**src/rtl/keypad_pkg.sv**
```systemverilog
// keypad_pkg
//   Shared definitions for the matrix-keypad scanner.
//   - kp_state_t    : scanner FSM state encoding
//   - KP_*_DEF      : default parameter values for keypad_scanner
//   - onehot_count  : population count, used to tell a single pressed row
//                     from an idle matrix or a ghosting multi-key pattern
package keypad_pkg;

    typedef enum logic [1:0] {
        KP_SCAN     = 2'd0,
        KP_DEBOUNCE = 2'd1,
        KP_PRESSED  = 2'd2,
        KP_RELEASE  = 2'd3
    } kp_state_t;

    localparam int KP_ROWS_DEF     = 4;
    localparam int KP_COLS_DEF     = 4;
    localparam int KP_DWELL_DEF    = 4;
    localparam int KP_DEBOUNCE_DEF = 8;

    // Counts set bits in a vector of up to 32 rows (callers zero-extend).
    function automatic logic [5:0] onehot_count(input logic [31:0] v);
        logic [5:0] n;
        n = '0;
        for (int i = 0; i < 32; i++) begin
            n = n + {5'd0, v[i]};
        end
        return n;
    endfunction

endpackage

```
**src/rtl/keypad_sync.sv**
```systemverilog
// keypad_sync
//   Two-flop synchroniser for a bus of independent asynchronous levels.
//   Each bit is synchronised on its own; no cross-bit coherency is implied.
// Ports:
//   clk_i  : destination clock
//   rst_i  : asynchronous, active-high reset (clears both stages)
//   d_i    : asynchronous input levels
//   q_o    : synchronised levels, two clk_i edges of latency
module keypad_sync
    import keypad_pkg::*;
#(
    parameter int WIDTH = KP_ROWS_DEF
) (
    input  logic             clk_i,
    input  logic             rst_i,
    input  logic [WIDTH-1:0] d_i,
    output logic [WIDTH-1:0] q_o
);

    logic [WIDTH-1:0] meta_q;
    logic [WIDTH-1:0] sync_q;

    always_ff @(posedge clk_i or posedge rst_i) begin
        if (rst_i) begin
            meta_q <= '0;
            sync_q <= '0;
        end else begin
            meta_q <= d_i;
            sync_q <= meta_q;
        end
    end

    assign q_o = sync_q;

endmodule

```
**src/rtl/keypad_scanner.sv**
```systemverilog
// keypad_scanner
//   Matrix-keypad scanner: strobes one column at a time, samples the
//   synchronised row returns at the end of each column dwell, debounces a
//   single-row hit, and reports it once as a keyvalid pulse. Multi-row hits
//   are treated as ghosting and skipped. No rollover: a new key is only
//   accepted after the current one has fully released.
// Ports:
//   clk      : system clock
//   rst      : asynchronous, active-high reset
//   readrow  : raw row returns (active-high, asynchronous)
//   scancol  : one-hot column drive
//   keycode  : {row one-hot, col one-hot} of the last accepted key (sticky)
//   keyidx   : row*COLS+col of the last accepted key (sticky)
//   keyvalid : one-cycle pulse when a press has been debounced
//   keyheld  : high while the accepted key is pressed or releasing
module keypad_scanner
    import keypad_pkg::*;
#(
    parameter int ROWS     = KP_ROWS_DEF,
    parameter int COLS     = KP_COLS_DEF,
    parameter int DWELL    = KP_DWELL_DEF,
    parameter int DEBOUNCE = KP_DEBOUNCE_DEF
) (
    input  logic                          clk,
    input  logic                          rst,
    input  logic [ROWS-1:0]               readrow,
    output logic [COLS-1:0]               scancol,
    output logic [ROWS+COLS-1:0]          keycode,
    output logic [$clog2(ROWS*COLS)-1:0]  keyidx,
    output logic                          keyvalid,
    output logic                          keyheld
);

    localparam int CW   = $clog2(COLS);
    localparam int RW   = $clog2(ROWS);
    localparam int KW   = $clog2(ROWS*COLS);
    localparam int DW_W = $clog2(DWELL);
    localparam int DB_W = $clog2(DEBOUNCE);

    localparam logic [DW_W-1:0] DWELL_LAST = DW_W'(DWELL - 1);
    localparam logic [DB_W-1:0] DB_LAST    = DB_W'(DEBOUNCE - 1);
    localparam logic [CW-1:0]   COL_LAST   = CW'(COLS - 1);

    logic [ROWS-1:0]      rows_s;

    kp_state_t            state_q, state_d;
    logic [CW-1:0]        col_q, col_d;
    logic [DW_W-1:0]      dwell_q, dwell_d;
    logic [DB_W-1:0]      db_q, db_d;
    logic [ROWS-1:0]      row_cap_q, row_cap_d;
    logic [ROWS+COLS-1:0] keycode_q, keycode_d;
    logic [KW-1:0]        keyidx_q, keyidx_d;
    logic                 keyvalid_q, keyvalid_d;

    logic                 single_row;
    logic [CW-1:0]        next_col;
    logic [RW-1:0]        row_idx;

    keypad_sync #(
        .WIDTH (ROWS)
    ) u_sync (
        .clk_i (clk),
        .rst_i (rst),
        .d_i   (readrow),
        .q_o   (rows_s)
    );

    // Exactly one row asserted; zero rows is idle, two or more is ghosting.
    assign single_row = (onehot_count(32'(rows_s)) == 6'd1);
    assign next_col   = (col_q == COL_LAST) ? '0 : col_q + 1'b1;

    always_comb begin
        scancol = '0;
        for (int c = 0; c < COLS; c++) begin
            scancol[c] = (col_q == CW'(c));
        end
    end

    // row_cap_q is one-hot whenever it is used, so a priority scan suffices.
    always_comb begin
        row_idx = '0;
        for (int r = 0; r < ROWS; r++) begin
            if (row_cap_q[r]) begin
                row_idx = RW'(r);
            end
        end
    end

    always_comb begin
        state_d    = state_q;
        col_d      = col_q;
        dwell_d    = dwell_q;
        db_d       = db_q;
        row_cap_d  = row_cap_q;
        keycode_d  = keycode_q;
        keyidx_d   = keyidx_q;
        keyvalid_d = 1'b0;

        case (state_q)
            KP_SCAN: begin
                if (dwell_q == DWELL_LAST) begin
                    dwell_d = '0;
                    if (single_row) begin
                        // Column stays frozen from here until release completes.
                        state_d   = KP_DEBOUNCE;
                        row_cap_d = rows_s;
                        db_d      = '0;
                    end else begin
                        col_d = next_col;
                    end
                end else begin
                    dwell_d = dwell_q + 1'b1;
                end
            end

            KP_DEBOUNCE: begin
                if (rows_s == row_cap_q) begin
                    if (db_q == DB_LAST) begin
                        state_d    = KP_PRESSED;
                        keyvalid_d = 1'b1;
                        keycode_d  = {row_cap_q, scancol};
                        keyidx_d   = KW'(int'(row_idx) * COLS + int'(col_q));
                        db_d       = '0;
                    end else begin
                        db_d = db_q + 1'b1;
                    end
                end else begin
                    // Bounce or glitch: rescan the same column from scratch.
                    state_d = KP_SCAN;
                    dwell_d = '0;
                    db_d    = '0;
                end
            end

            KP_PRESSED: begin
                if (rows_s != row_cap_q) begin
                    state_d = KP_RELEASE;
                    db_d    = '0;
                end
            end

            KP_RELEASE: begin
                if (rows_s == row_cap_q) begin
                    // Release chatter: key is back, resume holding without a new pulse.
                    state_d = KP_PRESSED;
                    db_d    = '0;
                end else if (rows_s != '0) begin
                    db_d = '0;
                end else if (db_q == DB_LAST) begin
                    state_d = KP_SCAN;
                    col_d   = next_col;
                    dwell_d = '0;
                    db_d    = '0;
                end else begin
                    db_d = db_q + 1'b1;
                end
            end

            default: begin
                state_d = KP_SCAN;
            end
        endcase
    end

    always_ff @(posedge clk or posedge rst) begin
        if (rst) begin
            state_q    <= KP_SCAN;
            col_q      <= '0;
            dwell_q    <= '0;
            db_q       <= '0;
            row_cap_q  <= '0;
            keycode_q  <= '0;
            keyidx_q   <= '0;
            keyvalid_q <= 1'b0;
        end else begin
            state_q    <= state_d;
            col_q      <= col_d;
            dwell_q    <= dwell_d;
            db_q       <= db_d;
            row_cap_q  <= row_cap_d;
            keycode_q  <= keycode_d;
            keyidx_q   <= keyidx_d;
            keyvalid_q <= keyvalid_d;
        end
    end

    assign keycode  = keycode_q;
    assign keyidx   = keyidx_q;
    assign keyvalid = keyvalid_q;
    assign keyheld  = (state_q == KP_PRESSED) || (state_q == KP_RELEASE);

endmodule

```
**config.mk**
```make
export PLATFORM = sky130hd
export DESIGN_NAME = keypad_scanner
export DESIGN_NICKNAME = d
export VERILOG_FILES = /design/src/rtl/keypad_pkg.sv /design/src/rtl/keypad_sync.sv /design/src/rtl/keypad_scanner.sv
export SDC_FILE = /design/constraint.sdc
export NUM_CORES = 1
export LEC_CHECK = 0
export ABC_AREA = 1
export CORE_MARGIN = 10
export CORE_UTILIZATION = 50
export DETAILED_ROUTE_END_ITERATION = 8
export HOLD_SLACK_MARGIN = 0.02
export PLACE_DENSITY_LB_ADDON = 0.08
export SYNTH_ARGS = -nofsm -noshare
export SYNTH_HDL_FRONTEND = slang
export SYNTH_HIERARCHICAL = 1
export SYNTH_SLANG_ARGS = --single-unit
```
**constraint.sdc**
```tcl
create_clock -name clk -period 2.68 [get_ports clk]
set_clock_uncertainty 0.1 [all_clocks]
set_input_delay 0.536 -clock clk [delete_from_list [all_inputs] [get_ports clk]]
set_output_delay 0.536 -clock clk [all_outputs]
set_load 0.01 [all_outputs]
```
After elaboration in Yosys (flattened, before gate mapping)
Index checks and enable logic that the tools add are counted.
{ "classes": {"addsub": 7, "n_eq_ne": 22, "muxes": 34, "n_reduce_logical": 12} }
{ "op_table": {"columns": ["op", "n"], "rows": [
  ["2-to-1 mux 2 bit", 19],
  ["2-to-1 mux 3 bit", 7],
  ["inequality test 2 bit, second input constant", 8],
  ["one-hot mux 3 bit (4 select lines)", 1],
  ["AND reduction 6 bit", 2],
  ["equality test 2 bit, second input constant", 5],
  ["inequality test 3 bit, second input constant", 3],
  ["AND reduction 3 bit", 3],
  ["one-hot mux 2 bit (4 select lines)", 1],
  ["one-hot mux 2 bit (3 select lines)", 1],
  ["AND reduction 5 bit", 1],
  ["adder 2 x 1 -> 2 bit, second input constant", 2],
  ["adder 3 x 1 -> 4 bit", 1],
  ["adder 4 x 2 -> 4 bit", 1],
  ["equality test 2 x 1 -> 1 bit, second input constant", 2],
  ["equality test 4 x 1 -> 1 bit, second input constant", 1],
  ["equality test 4 bit", 1],
  ["logical NOT 2 bit", 2],
  ["2-to-1 mux 1 bit", 4],
  ["inequality test 4 bit", 1],
  ["one-hot mux 2 bit (2 select lines)", 1],
  ["nonzero test 4 bit", 1],
  ["adder 2 x 1 -> 3 bit", 1],
  ["adder 3 x 1 -> 3 bit, second input constant", 1],
  ["other kinds (5)", 5]
]} }
{ "word_totals": {"regBits": 34, "output_inout_bits": 18, "wordCells": 85} }

Longest topological paths before layout
Gate-level depths: netlist of run 1.
{ "logic_depth": {"depth_word": 7, "ltp_mapped": 13, "depth_no_buf": 13} }

By module
Netlist of run 1, hierarchy kept.
{ "by_module_without_submodules": {"columns": ["module", "instances", "cells_each", "area_each_um2", "seq_area_each_um2"], "rows": [
  ["keypad_scanner", 1, 178, 1483.9, 650.6],
  ["keypad_sync", 1, 9, 203.9, 200.2]
]} }

Least setup slack after synthesis of run 1
OpenSTA, ideal clock, no wires.
{ "synth_timing": {"path_kind": "reg2reg", "from": "register u_sync.sync_q[0], in the netlist u_sync/q_o[0]", "to": "register state_q[0]", "t_arrival_ps": 2109, "slack_ps": 347, "stages_incl_launch_ff": 13, "n_path_buf": 0, "synth_period_minus_slack_ps": 2333, "cell_sequence": "dfrtp_1 > inv_1 > fa_1 > inv_1 > ha_1 > ha_1 > nand3b_1 > o21ai_0 > nand2_1 > nor2_1 > nand2_1 > nand2_1 > nand2_1"} }
{ "synth_via": {"elab_chain_cells": 6, "elab_cells_between_ends": 16, "cone_classes": "3 x add/sub; 8 x eq/ne; 3 x mux; 2 x reduce/logical"} }
{ "synth_rtl": {"columns": ["item", "line_no", "source"], "rows": [
  ["from (decl)", "keypad_sync.sv:21", "logic [WIDTH-1:0] sync_q;"],
  ["from (signal assigned)", "keypad_sync.sv:29", "sync_q <= meta_q;"],
  ["adder 1 x 1 -> 2 bit", "keypad_pkg.sv:26", "n = n + {5'd0, v[i]};"],
  ["adder 2 x 1 -> 3 bit", "keypad_pkg.sv:26", null],
  ["adder 3 x 1 -> 4 bit", "keypad_pkg.sv:26", null],
  ["equality test 4 x 1 -> 1 bit", "keypad_scanner.sv:69", "assign single_row = (onehot_count(32'(rows_s)) == 6'd1);"],
  ["inequality test 2 bit (no line)", null, null],
  ["AND reduction 6 bit (no line)", null, null],
  ["to (signal assigned)", "keypad_scanner.sv:176", "state_q <= state_d;"],
  ["to (decl)", "keypad_scanner.sv:46", "kp_state_t state_q, state_d;"]
]} }
Parallel ways exist; a longest one is shown, timed or not.
A chain may end at the register's enable or synchronous reset.

==> results.sh, run 1 <==
export IMPL_async_flop_share_pct=100
export IMPL_slew_headroom_pct=77.0
export IMPL_cts_root_buffer="clkbuf_4"
export IMPL_cts_buffer_depth=2
export IMPL_nets=238
export IMPL_antenna_cells=0
export IMPL_mappedNetlistArea_um2=1690
export IMPL_clock_latency_ns=0.33
export IMPL_area_growth_pct=19.8
export IMPL_finalSetupViolCount=0
export IMPL_powerDensity_nw_per_um2=737
export IMPL_dp_slack_ns=0.156
export IMPL_critical_path_class="reg -> reg"
export IMPL_final_hold_violation_count=0
export IMPL_whs_ns=0.255
export IMPL_final_util_pct=61.1
export IMPL_n_fill_cell=297
export IMPL_worst_ep_arrival_time_ns=2.63
export IMPL_grt_overflow_total=0
export IMPL_antenna_found_initial=0
export IMPL_drc_errors=0
export IMPL_routed_wirelength_um=3040
export IMPL_vias_per_cell=4.81
export IMPL_startpoint_type="flip-flop"
export IMPL_grt_pass1_vias=1266
export IMPL_ctsHoldBuffers=0
export IMPL_yosysWarnings=6
export IMPL_ir_worst_vdd_mv=0.336
export IMPL_required_ns=2.81
export IMPL_ys_flop_type="dfrtp_1"
export IMPL_cts_buffers=5
export IMPL_vias=1266
export IMPL_met3_usage_pct=5.47
export IMPL_synthCells=187
export IMPL_die_x_um=78.1
export IMPL_synth_compound_area_share_pct=6.23
export IMPL_portBuffers=23
export IMPL_p_leak_nw=1.07
export IMPL_critical_path_max_fanout=5
export IMPL_yosys_area_share_simple_pct=24.8
export IMPL_tightest_slew_ns=0.342
export IMPL_die_h_um=78.1
export IMPL_finalWorstSetupSlack_ns=0.181
export IMPL_min_delay_path_class="reg -> reg"
export IMPL_synth_top_family_by_area="simple AND/OR/NAND/NOR gates"
export IMPL_synth_edf_count=0
export IMPL_grt_setup_unrepaired="yes"
export IMPL_slew_viol_final=0
export IMPL_dpl_cell_area_um2=1970
export IMPL_period_needed_ns=2.50
export IMPL_dp_cells=256
export IMPL_gp_congestion=0.885
export IMPL_fmax_ghz=0.400
export IMPL_grt_busiest_layer="met2"
export IMPL_antenna_left=0
export IMPL_synth_avg_cell_area_um2=9.03
export IMPL_synthAdderAreaFrac_pct=11.6
export IMPL_drive_gt1_share_pct=10.6
export IMPL_cts_htree_levels=2
export IMPL_drtIter0Drc=66
export IMPL_min_period_over_period_pct=93.3
export IMPL_dr_pass1_iters=5
export IMPL_final_area_um2=2020
export IMPL_grt_usage_pct=10.8
export IMPL_syn_nets=208
export IMPL_die_area_um2=6100
export IMPL_final_cells=263
export IMPL_ys_seq_elements=34
export IMPL_grt_pass1_wl_um=5410
export IMPL_clock_sinks=34
export IMPL_synth_cell_types=23
export IMPL_total_power_mw=1.49
export IMPL_drv_cap=0
export IMPL_grt_max_degree=27
export IMPL_tns_ns=0
export IMPL_synth_xor_area_share_pct=0
export IMPL_worstSetupEndpointType="flip-flop"
export IMPL_yosys_mux_area_fraction_pct=0
export IMPL_initial_core_util_pct=51.0
export IMPL_rows=21
export IMPL_cts_tree="built"
export IMPL_grtUsageMet2_pct=18.5
export IMPL_met1_usage_pct=11.0
export IMPL_core_area_um2=3310
export IMPL_dp_hpwl_um=2400
export IMPL_run_status="finished, final reports clean"
export IMPL_clkTransAtPathRegs_ns=0.09
export IMPL_wl_per_cell_um=11.6
export IMPL_ys_seq_area_share_pct=50.4
export IMPL_ioPinCount=24
## placed cells by master (no fill, tap or decap), drive strengths merged
master and count:
nand4 3, nor2 12, inv 28, or2 1
dfrtp 34, clkinv 2, buf 1, ha 14
a211oi 1, nand2 65, clkbuf 5, o21ai 13
fa 1, o211ai 1, nand3b 1, a21oi 2
nand3 10, clkdlybuf4s50 23
## worst paths after layout
path	startpoint	slack, ns	depth (start not counted)	end
max	u_sync/q_o[0]$_DFF_PP0_	0.18	12	flip-flop
min	u_sync/meta_q[3]$_DFF_PP0_	0.26	0	u_sync/q_o[3]$_DFF_PP0_
max reg2reg	u_sync/q_o[0]$_DFF_PP0_	0.18	12	flip-flop
min reg2reg	u_sync/meta_q[3]$_DFF_PP0_	0.26	0	u_sync/q_o[3]$_DFF_PP0_
max in group asynchronous	rst	1.74	3	db_q[1]$_DFFE_PP0P_
min in group asynchronous	rst	0.37	2	u_sync/meta_q[1]$_DFF_PP0_
## registers in the layout, indices dropped and copies added (netlist names), named ones only
signal	cells
keycode	8
keyidx	4
row_cap_q	4
u_sync/meta_q	4
u_sync/q_o	4
db_q	3
col_q	2
dwell_q	2
keyvalid	1
state_q	1
## repair_timing
item,in CTS,in global routing
setup buffers,0,0
resized for setup,0,1
setup endpoints to repair,0,2
## area by class of cell
cell class	count	area [µm²]	share of cell area, %
well taps	46	57.6	2.85
multi-input cells	124	721	35.6
inverters	28	108	5.32
clock buffers	5	37.5	1.86
flip-flops and latches	34	851	42.1
clock inverters	2	10.0	0.495
repair buffers	24	238	11.8
## per-layer routing
layer,part of all wire (%),up-vias
met4,1.6,0
met2,50,40
met5,0,-
met1,41,576
li1,-,644
met3,7.5,6
## power by group
| group | total [mW] | switching, mW | internal [mW] |
|---|---|---|---|
| clock | 0.252 | 0.158 | 0.0941 |
| sequential | 0.657 | 0.0712 | 0.585 |
| combinational | 0.582 | 0.349 | 0.234 |
| total | 1.49 | 0.578 | 0.913 |
## cells by family after synthesis
kind of cell / after synthesis
adders and majority gates: 15
DFF: 34
buffers and inverters: 29
AOI/OAI and AO/OA: 17
and+or+nand+nor: 92
## cells in the mapped netlist, types with 2 or more instances
| library cell | count | share of area [%] |
|---|---|---|
| o21ai_0 | 7 | 2.1 |
| a21oi_1 | 2 | 0.59 |
| inv_2 | 3 | 0.67 |
| o21ai_1 | 2 | 0.59 |
| ha_1 | 14 | 10 |
| nand4_1 | 3 | 1.1 |
| dfrtp_1 | 34 | 50 |
| o21ai_2 | 4 | 2.1 |
| nor2_1 | 9 | 2.0 |
| inv_1 | 24 | 5.3 |
| nor2_4 | 2 | 1.3 |
| nand2_1 | 64 | 14 |
| nand3_1 | 9 | 2.7 |
## critical path: stages (launching register included)
cell and delay (ns):
dfrtp_1 0.35, inv_1 0.09, fa_1 0.55, inv_1 0.04, ha_1 0.17, ha_1 0.26
nand3b_1 0.16, o21ai_0 0.16, nand2_1 0.15, inv_1 0.14, nand4_1 0.09, nand2_1 0.08
nand2_1 0.05
Note: power is estimated with default switching activity, not from simulation.
==> inputs of run 2 (changes only) <==
--- a/config.mk
+++ b/config.mk
@@ -8,6 +8,7 @@
 export ABC_AREA = 1
 export CORE_MARGIN = 10
 export CORE_UTILIZATION = 50
+export CTS_BUF_LIST = sky130_fd_sc_hd__clkbuf_4 sky130_fd_sc_hd__clkbuf_8
 export DETAILED_ROUTE_END_ITERATION = 8
 export HOLD_SLACK_MARGIN = 0.02
 export PLACE_DENSITY_LB_ADDON = 0.08
==> results of run 2 <==
No change in the layout: final DEF, timing and power equal those of run 1.
==> inputs of run 3 (changes only) <==
--- a/config.mk
+++ b/config.mk
@@ -7,7 +7,7 @@
 export LEC_CHECK = 0
 export ABC_AREA = 1
 export CORE_MARGIN = 10
-export CORE_UTILIZATION = 50
+export CORE_UTILIZATION = 56
 export CTS_BUF_LIST = sky130_fd_sc_hd__clkbuf_4 sky130_fd_sc_hd__clkbuf_8
 export DETAILED_ROUTE_END_ITERATION = 8
 export HOLD_SLACK_MARGIN = 0.02
==> constraint.sdc (replaced) <==
create_clock -name clk -period 2.68 [get_ports clk]
set_clock_uncertainty 0.1 [all_clocks]
set_input_delay 0.536 -clock clk [delete_from_list [all_inputs] [get_ports clk]]
set_output_delay 0.536 -clock clk [all_outputs]
set_load 0.1 [all_outputs]
==> run 3 against run 2 <==
Global-route usage rose by 1.4 points; register-to-register slack got worse by 0.02 ns; cell count fell by 5.3%; setup slack got worse by 0.023 ns; largest cell class unchanged.
==> results.sh, run 3 (synthesis gave the netlist of run 1 again) <==
export IMPL_ioPinCount=24
export IMPL_finalSetupViolCount=0
export IMPL_cts_buffers=5
export IMPL_clock_latency_ns=0.34
export IMPL_pwr_share_seq_pct=35.6
export IMPL_p_comb_share_pct=43.8
export IMPL_routed_wirelength_um=3080
export IMPL_final_util_pct=70.5
export IMPL_drive_gt1_share_pct=19.3
export IMPL_clkTransAtPathRegs_ns=0.09
export IMPL_area_growth_pct=18.1
export IMPL_rows=19
export IMPL_holdCritStartpoint="u_sync/meta_q[0]$_DFF_PP0_"
export IMPL_p_leak_nw=1.12
export IMPL_vias_per_cell=5.16
export IMPL_grt_setup_unrepaired="yes"
export IMPL_run_status="finished, final reports clean"
export IMPL_grt_pass1_wl_um=5250
export IMPL_initial_core_util_pct=59.7
export IMPL_antenna_cells=0
export IMPL_cts_tree="built"
export IMPL_powerDensity_nw_per_um2=927
export IMPL_final_area_um2=1990
export IMPL_critical_path_max_fanout=5
export IMPL_slew_headroom_pct=76.1
export IMPL_nets=238
export IMPL_switchingPower_mw=0.822
export IMPL_slew_viol_final=0
export IMPL_tightest_slew_ns=0.355
export IMPL_dpl_cell_area_um2=1910
export IMPL_die_area_um2=5610
export IMPL_grt_pass1_vias=1317
export IMPL_critPathLaunch="u_sync/q_o[0]$_DFF_PP0_"
export IMPL_clock_sinks=34
export IMPL_core_area_um2=2830
export IMPL_worstSetupEndpointType="flip-flop"
export IMPL_required_ns=2.81
export IMPL_worst_ep_arrival_time_ns=2.65
export IMPL_cts_htree_levels=2
export IMPL_cts_root_buffer="clkbuf_4"
export IMPL_ir_worst_vdd_mv=0.547
export IMPL_dp_hpwl_um=2330
export IMPL_gp_congestion=0.864
export IMPL_startpoint_type="flip-flop"
export IMPL_min_delay_path_class="reg -> reg"
export IMPL_dr_pass1_iters=4
export IMPL_final_hold_violation_count=0
export IMPL_drc_errors=0
export IMPL_final_cell_mix="nand2_1 (64), dfrtp_1 (34), inv_1 (24)"
export IMPL_grt_usage_pct=12.2
export IMPL_rrSetupSlack_ns=0.16
export IMPL_largest_reg_flops=8
export IMPL_drv_cap=0
export IMPL_drtIter0Drc=63
export IMPL_die_h_um=74.9
export IMPL_reg2reg_from="u_sync/q_o[0]$_DFF_PP0_"
export IMPL_antenna_left=0
export IMPL_fmax_ghz=0.396
export IMPL_grt_max_degree=27
export IMPL_p_int_mw=1.03
export IMPL_antenna_found_initial=0
export IMPL_clkPwrFrac_pct=20.6
export IMPL_die_x_um=74.9
export IMPL_wl_per_cell_um=12.4
export IMPL_cts_buffer_depth=2
export IMPL_min_period_over_period_pct=94.1
export IMPL_period_needed_ns=2.52
export IMPL_critical_path_class="reg -> reg"
export IMPL_grt_overflow_total=0
export IMPL_layout_commonest_cell="nand2_1"
export IMPL_portBuffers=23
export IMPL_switching_share_pct=44.5
export IMPL_vias=1285
[run 3: timing repair]
item                       CTS  global route
setup endpoints to repair    0             2
hold buffers                 0             0
hold endpoints to repair     0             0
setup buffers                0             0
resized for setup            0             1
[run 3: power groups by stage]
stage,Combinational (mW),Clock [mW],Sequential [mW]
floorplan,0.669,0,0.649
finish,0.809,0.381,0.658
global route,0.896,0.417,0.673
detailed placement,0.802,0,0.667
global placement,0.781,0,0.661
CTS,0.810,0.392,0.658
[run 3: per-stage QoR]
step	cells	hold slack [ns]	worst slack (ns)	setup TNS (ns)	power, mW
6_report	249	0.256	0.157	0	1.85
5_1_grt	249	0.264	-0.00961	-0.0172	1.99
4_1_cts	249	0.258	0.124	0	1.86
3_5_place_dp	241	0.236	0.160	0	1.47
3_3_place_gp	241	0.232	0.234	0	1.44
2_1_floorplan	187	0.231	0.347	0	1.32
[run 3: path summary, 6_finish.rpt]
check,end,cells past startpoint
setup reg to reg,state_q[0]$_DFFE_PP0P_,12
max in group asynchronous,dwell_q[0]$_DFFE_PP0P_,3
hold / removal,u_sync/q_o[0]$_DFF_PP0_,0
min in group asynchronous,u_sync/meta_q[2]$_DFF_PP0_,2
setup / recovery,state_q[0]$_DFFE_PP0P_,12
hold reg to reg,u_sync/q_o[0]$_DFF_PP0_,0
[run 3: routing by layer]
metal / track usage (%) / wire length [µm]
met5: 0 / 0
met4: 8.40 / 100
met3: 4.20 / 226
met2: 20.6 / 1380
met1: 12.6 / 1370
[run 3: final cells by class]
cell class	instances	area, µm²
flip-flops and latches	34	851
fillers	233	836
multi-input cells	124	721
repair buffers	24	193
inverters	28	108
clock buffers	7	52.6
well taps	31	38.8
clock inverters	1	30.0
[run 3: critical path: stages (launching register included)]
cell and delay [ns]:
dfrtp_1 0.35, inv_1 0.09, fa_1 0.55, inv_1 0.04, ha_1 0.17, ha_1 0.26
nand3b_1 0.17, o21ai_0 0.17, nand2_1 0.15, nor2_2 0.18, nand2_1 0.07, nand2_1 0.06
nand2_1 0.06
